File: config.mk
export PLATFORM = sky130hd
export DESIGN_NAME = frame_reader
export DESIGN_NICKNAME = d
export VERILOG_FILES = /design/src/rtl/image_pkg.sv /design/src/rtl/pixel_skid_fifo.sv /design/src/rtl/frame_reader.sv
export SDC_FILE = /design/constraint.sdc
export NUM_CORES = 1
export LEC_CHECK = 0
export ABC_AREA = 1
export CAP_MARGIN = 30
export CORE_MARGIN = 3
export CORE_UTILIZATION = 48
export CTS_CLUSTER_SIZE = 10
export DETAILED_ROUTE_END_ITERATION = 12
export PLACE_DENSITY = 0.68
export SLEW_MARGIN = 20
export SYNTH_ARGS = -nofsm -noshare
export SYNTH_HDL_FRONTEND = slang
export SYNTH_SLANG_ARGS = --single-unit
File: constraint.sdc
create_clock -name clk -period 3.2 [get_ports clk]
set_clock_uncertainty 0.2 [all_clocks]
set_input_delay 0.64 -clock clk [delete_from_list [all_inputs] [get_ports clk]]
set_output_delay 0.64 -clock clk [all_outputs]
set_load 0.005 [all_outputs]
File: src/rtl/image_pkg.sv
// Shared types and constants for the frame buffer read path.
// Pixels are 12-bit 4:4:4 RGB; the source image is 320x240 and is shown at 640x480.
package image_pkg;

    localparam int PIX_W    = 12;
    localparam int ADDR_W   = 17;
    localparam int SRC_COLS = 320;
    localparam int SRC_ROWS = 240;
    localparam int DST_COLS = 640;
    localparam int DST_ROWS = 480;

    typedef logic [PIX_W-1:0] pixel_t;

    typedef struct packed {
        pixel_t pixel;
        logic   sof;
        logic   eol;
        logic   eof;
    } fifo_entry_t;

    typedef enum logic [1:0] {
        IDLE,
        STREAM,
        DRAIN
    } rd_state_t;

    // Colour bars, 128 output pixels wide, indexed by fx >> 7.
    function automatic pixel_t bar_color(input logic [2:0] bar);
        case (bar)
            3'd0:    bar_color = 12'hFFF;
            3'd1:    bar_color = 12'hFF0;
            3'd2:    bar_color = 12'h0FF;
            3'd3:    bar_color = 12'h0F0;
            3'd4:    bar_color = 12'hF0F;
            default: bar_color = 12'h000;
        endcase
    endfunction

endpackage

File: src/rtl/pixel_skid_fifo.sv
// Two-entry FIFO of pixels with their frame flags, absorbing the one-cycle RAM read
// latency so the output can stall without losing fetched data.
module pixel_skid_fifo
    import image_pkg::*;
(
    input  logic        clk,
    input  logic        rst_n,
    input  logic        flush,
    input  logic        push,
    input  fifo_entry_t wr_entry,
    input  logic        pop,
    output fifo_entry_t head,
    output logic [1:0]  count
);

    fifo_entry_t mem [2];
    logic        wr_ptr;
    logic        rd_ptr;

    // NOTE: the two entries are reset as well, because the head drives out_pixel and
    // the flags directly and those must read 0 straight out of reset.
    always_ff @(posedge clk or negedge rst_n) begin
        if (!rst_n) begin
            mem[0] <= '0;
            mem[1] <= '0;
            wr_ptr <= 1'b0;
            rd_ptr <= 1'b0;
            count  <= 2'd0;
        end else if (flush) begin
            wr_ptr <= 1'b0;
            rd_ptr <= 1'b0;
            count  <= 2'd0;
        end else begin
            if (push) begin
                mem[wr_ptr] <= wr_entry;
                wr_ptr      <= ~wr_ptr;
            end
            if (pop) begin
                rd_ptr <= ~rd_ptr;
            end
            count <= count + 2'(push) - 2'(pop);
        end
    end

    assign head = mem[rd_ptr];

endmodule

File: src/rtl/frame_reader.sv
// Reads the 320x240 frame buffer and streams it pixel- and line-doubled as 640x480
// over valid/ready. Define TEST_PATTERN_EN to add a tp_en input selecting colour bars.
module frame_reader
    import image_pkg::*;
#(
    parameter int SRC_COLS = image_pkg::SRC_COLS,
    parameter int SRC_ROWS = image_pkg::SRC_ROWS
) (
    input  logic              clk,
    input  logic              rst_n,
    input  logic              frame_valid,
    input  logic              abort,
`ifdef TEST_PATTERN_EN
    input  logic              tp_en,
`endif
    output logic              rden,
    output logic [ADDR_W-1:0] rdaddress,
    input  logic [PIX_W-1:0]  rddata,
    output logic [PIX_W-1:0]  out_pixel,
    output logic              out_valid,
    input  logic              out_ready,
    output logic              out_sof,
    output logic              out_eol,
    output logic              out_eof,
    output logic              busy
);

    localparam int FX_W = $clog2(2 * SRC_COLS);
    localparam int FY_W = $clog2(2 * SRC_ROWS);

    rd_state_t         state_q;
    rd_state_t         state_d;
    logic [FX_W-1:0]   fx_q;
    logic [FY_W-1:0]   fy_q;
    logic [ADDR_W-1:0] row_base_q;

    logic              inflight_q;
    logic              sof_q;
    logic              eol_q;
    logic              eof_q;
`ifdef TEST_PATTERN_EN
    logic              tp_sel_q;
    pixel_t            tp_pix_q;
`endif

    fifo_entry_t       wr_entry;
    fifo_entry_t       head;
    logic [1:0]        fifo_count;
    logic [2:0]        occupancy;
    logic              pop;
    logic              push;
    logic              fetch;
    logic              at_sof;
    logic              at_eol;
    logic              at_last_row;

    assign at_sof      = (fx_q == '0) && (fy_q == '0);
    assign at_eol      = (fx_q == FX_W'(2 * SRC_COLS - 1));
    assign at_last_row = (fy_q == FY_W'(2 * SRC_ROWS - 1));

    assign out_valid = (fifo_count != 2'd0);
    assign pop       = out_valid & out_ready;

    // Occupancy is taken net of the beat leaving this cycle, which keeps two reads
    // in the pipe and sustains one pixel per clock when the sink never stalls.
    assign occupancy = {1'b0, fifo_count} + {2'b00, inflight_q} - {2'b00, pop};
    assign fetch     = (state_q == STREAM) && (occupancy < 3'd2);

    assign rden      = fetch;
    assign rdaddress = row_base_q + ADDR_W'(fx_q >> 1);

    // NOTE: sequential state is updated with non-blocking assignments only, so every
    // register samples the pre-edge values regardless of statement order.
    always_ff @(posedge clk or negedge rst_n) begin
        if (!rst_n) begin
            state_q <= IDLE;
        end else begin
            state_q <= state_d;
        end
    end

    // NOTE: state_d gets its default first so every path assigns it and no latch is inferred.
    always_comb begin
        state_d = state_q;
        case (state_q)
            IDLE: begin
                if (!abort && frame_valid) state_d = STREAM;
            end
            STREAM: begin
                if (abort)                                  state_d = IDLE;
                else if (fetch && at_eol && at_last_row)    state_d = DRAIN;
            end
            DRAIN: begin
                if (abort)                                  state_d = IDLE;
                else if (fifo_count == 2'd0 && !inflight_q) state_d = frame_valid ? STREAM : IDLE;
            end
            default: state_d = IDLE;
        endcase
    end

    // Address walk: each source pixel is fetched twice along x, each source row twice along y.
    always_ff @(posedge clk or negedge rst_n) begin
        if (!rst_n) begin
            fx_q       <= '0;
            fy_q       <= '0;
            row_base_q <= '0;
        end else if (abort || state_q != STREAM) begin
            fx_q       <= '0;
            fy_q       <= '0;
            row_base_q <= '0;
        end else if (fetch) begin
            if (at_eol) begin
                fx_q <= '0;
                if (at_last_row) begin
                    fy_q       <= '0;
                    row_base_q <= '0;
                end else begin
                    fy_q <= fy_q + 1'b1;
                    if (fy_q[0]) row_base_q <= row_base_q + ADDR_W'(SRC_COLS);
                end
            end else begin
                fx_q <= fx_q + 1'b1;
            end
        end
    end

    always_ff @(posedge clk or negedge rst_n) begin
        if (!rst_n) begin
            inflight_q <= 1'b0;
            sof_q      <= 1'b0;
            eol_q      <= 1'b0;
            eof_q      <= 1'b0;
`ifdef TEST_PATTERN_EN
            tp_sel_q   <= 1'b0;
            tp_pix_q   <= '0;
`endif
        end else begin
            inflight_q <= fetch && !abort;
            if (fetch) begin
                sof_q    <= at_sof;
                eol_q    <= at_eol;
                eof_q    <= at_eol && at_last_row;
`ifdef TEST_PATTERN_EN
                tp_sel_q <= tp_en;
                tp_pix_q <= bar_color(3'(fx_q >> 7));
`endif
            end
        end
    end

    always_comb begin
        wr_entry.pixel = rddata;
`ifdef TEST_PATTERN_EN
        if (tp_sel_q) wr_entry.pixel = tp_pix_q;
`endif
        wr_entry.sof   = sof_q;
        wr_entry.eol   = eol_q;
        wr_entry.eof   = eof_q;
    end

    // A read returning in the abort cycle belongs to the dropped frame.
    assign push = inflight_q && !abort;

    pixel_skid_fifo u_fifo (
        .clk      (clk),
        .rst_n    (rst_n),
        .flush    (abort),
        .push     (push),
        .wr_entry (wr_entry),
        .pop      (pop),
        .head     (head),
        .count    (fifo_count)
    );

    assign out_pixel = head.pixel;
    assign out_sof   = head.sof;
    assign out_eol   = head.eol;
    assign out_eof   = head.eof;
    assign busy      = (state_q != IDLE);

endmodule

# Yosys cells after proc, flatten, opt, wreduce, memory -nomap -nowiden

Cells that the tools add are included.

Eq/ne operators: 8
$lt $le $gt $ge: 4
Reductions and logical operators: 28
Mux-type cells: 30
Add/sub/neg operators: 8
Bitwise logic cells: 6

Operator list:

| kind                  | number |
|---|---|
| $mux 17               | 5 |
| $mux 15               | 4 |
| $mux 9                | 4 |
| $bwmux 30             | 1 |
| $mux 10               | 3 |
| $add 17x9->17         | 1 |
| $add 17x9->17 const B | 1 |
| $demux 15 s1          | 1 |
| $mux 2                | 6 |
| $reduce_bool 2->1     | 6 |
| $add 10x1->10 const B | 1 |
| $eq 10x10->1 const B  | 1 |
| $logic_and 1x1->1     | 10 |
| $logic_not 10->1      | 1 |
| $add 9x1->9 const B   | 1 |
| $eq 9x9->1 const B    | 1 |
| $logic_not 9->1       | 1 |
| $pmux 2 s3            | 1 |
| $reduce_and 3->1      | 2 |
| $mux 1                | 5 |
| $ge 2x2->1 const B    | 2 |
| $logic_not 2->1       | 2 |
| $not 1->2             | 2 |
| $reduce_and 2->1      | 2 |
| 17 further kinds      | 20 |

Register bits after elaboration: 76
Output and inout bits: 35
Bits of input ports: 17
Word-level logic and storage cells: 103

# Logic depth before layout (Yosys ltp)

Depth after elaboration: 10
Mapped depth: 17
Mapped depth without buffers: 16

# Cells and area by module

From an unflattened synthesis, not the netlist that was laid out.

Cells, all modules: 557
Area total of the unflattened synthesis: 4335.4 um^2

By module, submodules not included:

| module          | area each (um^2) | seq. area each (um^2) | cells each | instances |
|---|---|---|---|---|
| frame_reader    | 2701.3           | 900.9                 | 403        | 1 |
| pixel_skid_fifo | 1634.1           | 850.8                 | 154        | 1 |

# Worst setup path after synthesis

OpenSTA, ideal clock, no wires.

Path kind: input to output
Start point: input port out_ready
End point: output port rden
Data required time: 2.360 ns
Buffers on the path: 0
Cell stages on the path: 8
Arrival: 1.927 ns
Slack: 0.433 ns
Cell sequence: nand2_1 inv_1 ha_1 inv_1 nand2_1 fa_1 nand3_1 nor2_4

Cells in the longest elaborated chain, start to end: 4

Ends and longest elaborated chain:

| element           | RTL line           | text |
|---|---|---|
| from (decl)       | frame_reader.sv:21 | `input logic out_ready,` |
| $and 1x1->1       | frame_reader.sv:62 | `assign pop = out_valid & out_ready;` |
| $sub 3x1->3       | frame_reader.sv:66 | `assign occupancy = {1'b0, fifo_count} + {2'b00, inflight_q} - {2'b00, pop};` |
| $lt 3x2->1        | frame_reader.sv:67 | `assign fetch = (state_q == STREAM) && (occupancy < 3'd2);` |
| $logic_and 1x1->1 | frame_reader.sv:67 |  |
| to (decl)         | frame_reader.sv:16 | `output logic rden,` |

No other way between the ends.

# Worst setup path in the final report

Start point: register u_fifo.count[1]
End point: output port rden

Cells in the longest elaborated chain, start to end: 5
Elaborated cells between the ends (all ways): 6
Classes of those cells: 2 x add/sub; 1 x order compare; 1 x bitwise; 2 x reduce/logical

Ends and longest elaborated chain:

| element                                                             | RTL line              | text |
|---|---|---|
| from (decl)                                                         | pixel_skid_fifo.sv:13 | `output logic [1:0] count` |
| from (signal assigned)                                              | pixel_skid_fifo.sv:41 | `count <= count + 2'(push) - 2'(pop);` |
| parallel branches: the longest is 2 deep, another holds $add 2x1->3 | -                     |  |
| $sub 3x1->3 *                                                       | frame_reader.sv:66    |  |
| $lt 3x2->1 *                                                        | frame_reader.sv:67    |  |
| $logic_and 1x1->1 *                                                 | frame_reader.sv:67    |  |

Every way passes the cells marked *.

==> summary.txt <==
Placed design
  – Port Buffers: 51
  – Detailed Place HPWL: between 6000 and 7000 um
  – RePlAce Congestion: 0.872

Run
  – Max-cap violation count: 0

Clock network
  – Max Root-Sink Buffers: 2
  – Clock transition at the registers of the reported paths: ~0.080 ns
  – CTS root buf: clkbuf_8
  – Clk sinks: 70
  – Skew-Pair Late Insertion Delay: 0.34 ns
  – # H-tree levels: 3
  – CTS Hold Bufs: 0
  – CTS tree: done
  – CTS Buf Count: 9

STA
  – Period utilisation layout: 0.981
  – Hold Vio Cnt, Final: 0
  – Max Fclk: 318 MHz
  – Slew headroom: 0.495
  – Finish-stage setup viols: 0
  – Least-Margin Pin Slew: 0.757 ns
  – Slew Viols, Final: 0
  – Hold_ws: 0.163 ns
  – Fin crit period: 3.14 ns
  – Unrepaired setup endpoints after global routing: yes

Drt
  – Drt first-iter violations: 207
  – Vias/cell: 4.93
  – DRC errors left: 0
  – DR vias: 3,702
  – 1st-pass router iterations: 5
  – Drt wl/cell: 12.3 um
  – WL final: 9210 um
  – Post-DRT Antenna Nets: 0

Yosys
  – Cells after synthesis: 578
  – Largest family of logic cells by synthesized area: simple AND/OR/NAND/NOR gates
  – Net Count, Synth: 608
  – Post-synthesis compound-gate area fraction: 0.0796
  – Synth top area share: 0.424
  – Synthesis Warnings: 0
  – Post-synthesis mux area share: 0
  – Synth Area in Simple Gates: 0.340
  – Synth cell types: 35
  – Synth Area in Adders: 0.0412
  – Area leader, netlist: dfrtp_1
  – Top_reg_cell synth: dfrtp_1
  – Post-synth EDFFs: 0
  – Post-Syn Area: roughly 4100 sq um
  – Syn Area/Cell: 7.15 sq um
  – Main area contributors after synthesis: dfrtp_1 (42%), nand2_1 (18%), inv_1 (5.3%), nor2_1 (5.2%), nand3_1 (4.7%)
  – Count leader, synth: nand2_1
  – Synthesis-stage register bit count: 70
  – Most frequent cells after synthesis: nand2_1 (197), dfrtp_1 (70), inv_1 (58)
  – Seq/Total Area, Yosys: 0.424
  – Synth async-reset ratio: 1.00
  – XOR/XNOR share of the synthesized area: 0.0276

Worst setup path
  – Largest stage delay on the critical path: approximately 0.59 ns
  – Arrival time at the worst endpoint: 2.30 ns
  – CP max FO: 2
  – Worst-path cell chain: inv_1, nand2_1, nand2_1, inv_1, ha_1, inv_2, nand2_2, fa_2, nand3_4, nor2_4, buf_2
  – Worst Setup End Kind: output port
  – Setup crit start kind: flop
  – CP max-delay cell: fa_2
  – WP data required: 2.36 ns
  – Critical path class: reg -> out

Floorplanning
  – Core area: 8300 sq um
  – Die width: between 90 and 100 um
  – I/O Pins: 52
  – Starting density of the core: 0.498
  – Die area: around 9800 sq um
  – DIE HEIGHT: 98.8 um
  – Row count: 33

Power
  – Maximum vdd ir drop: approximately 0.28 mV
  – Tot Pwr: 3.60 mW
  – Leakage power: 2.52 nW
  – PD cells: 699 nW/um^2

Final layout
  – Fraction of layout cells with a size suffix above 1: 0.118
  – Area growth syn-to-layout: 24.6%
  – Fin nets: 671
  – ANT cells: 0

GRT
  – Pin count of the biggest net entering global routing: 38
  – GR Util All Layers: 0.193
  – Vias in the first global route: between 3,000 and 4,000
  – First-pass GRT wire length: around 16,000 um
  – Initial antenna violation count: 0
  – Global route overflow: 0

Hold path
  – Min-delay worst type: in -> async

Status
  – Status: complete, no violations
==> critical path, delay by kind of cell (launching register included) <==
kind / cells / cell delay, ns
fa+ha+maj: 2 / 0.88
flops: 1 / 0.39
simple gates: 5 / 0.39
buf+inv: 4 / 0.30
==> layout make-up <==
type                       instances  area (sq um)
sequential                        70          1750
timing repair buffer              72           673
multi-input combinational        419          2100
tap                              105           131
inverter                          69           262
fill                             756          3150
clock inverter                     7           106
clock buffer                       9           124
==> layout by cell type, fill, tap and decap left out, types with 10 or more instances in the layout <==
master,n
inv_1,57
nand2_1,195
nor2_1,57
buf_4,20
clkdlybuf4s50_1,48
nand3_1,38
o21ai_1,27
dfrtp_1,68
ha_1,10
o21ai_0,20
nand4_1,12
==> layer usage <==
| layer | track usage | share of wire | routed length, um |
|---|---|---|---|
| met3 | 0.0432 | 0.041 | 381 |
| met5 | 0 | 0 | 0 |
| met2 | 0.315 | 0.48 | 4460 |
| met1 | 0.266 | 0.47 | 4340 |
| met4 | 0.0399 | 0.0038 | 35 |
==> final timing paths <==
| check | start | to | slack [ns] | depth (start not counted) |
|---|---|---|---|---|
| worst max-delay path | u_fifo.count[1] | rden | 0.06 | 11 |
| worst max register to register | u_fifo.count[1] | fx_q[4] | 0.34 | 18 |
| worst min register to register | u_fifo.mem[12] | u_fifo.mem[12] | 0.29 | 2 |
| max in group asynchronous | rst_n | fx_q[7] | 1.97 | 2 |
| worst min-delay path | rst_n | u_fifo.mem[29] | 0.16 | 1 |
| min in group clk | u_fifo.mem[12] | u_fifo.mem[12] | 0.29 | 2 |
==> sequential cells by signal, indices dropped and copies added, names as in the netlist <==
| signal | cells |
|---|---|
| eof_q | 1 |
| eol_q | 1 |
| fx_q | 10 |
| fy_q | 9 |
| inflight_q | 1 |
| row_base_q | 11 |
| sof_q | 1 |
| state_q | 2 |
| u_fifo.count | 2 |
| u_fifo.mem | 30 |
| u_fifo.rd_ptr | 1 |
| u_fifo.wr_ptr | 1 |
==> cells by family after synthesis <==
logic type,Yosys count
AOI/OAI and AO/OA,63
xor gates and xnor gates,13
adders and majority gates,13
buffers and inverters,89
DFF,70
other,1
and+or+nand+nor,329
==> power by group <==
group          leakage (nW)  internal (mW)  switching, mW
Combinational          1.46          0.738          0.785
Clock                 0.116          0.451          0.361
Sequential            0.941           1.12          0.149
Total                  2.52           2.30           1.29
==> stage by stage <==
stage	TNS, ns	worst slack, ns	util	instances	instance area, sq um
CTS	-0.0542	-0.0542	0.610	747	5060
global route	-0.0501	-0.0501	0.620	751	5150
finish	0	0.0597	0.620	751	5150
global placement	-2.95	-0.464	0.580	731	4810
floorplan	0	0.433	-	578	4130
detailed placement	-3.14	-0.465	0.580	731	4810
==> repair_timing <==
| action | CTS | global route |
|---|---|---|
| gates resized for setup | 9 | 11 |
| setup buffers | 0 | 4 |
| pin swaps | 2 | 5 |
| endpoints found under the setup margin | 4 | 8 |
Power figures use the tool's default switching activity.
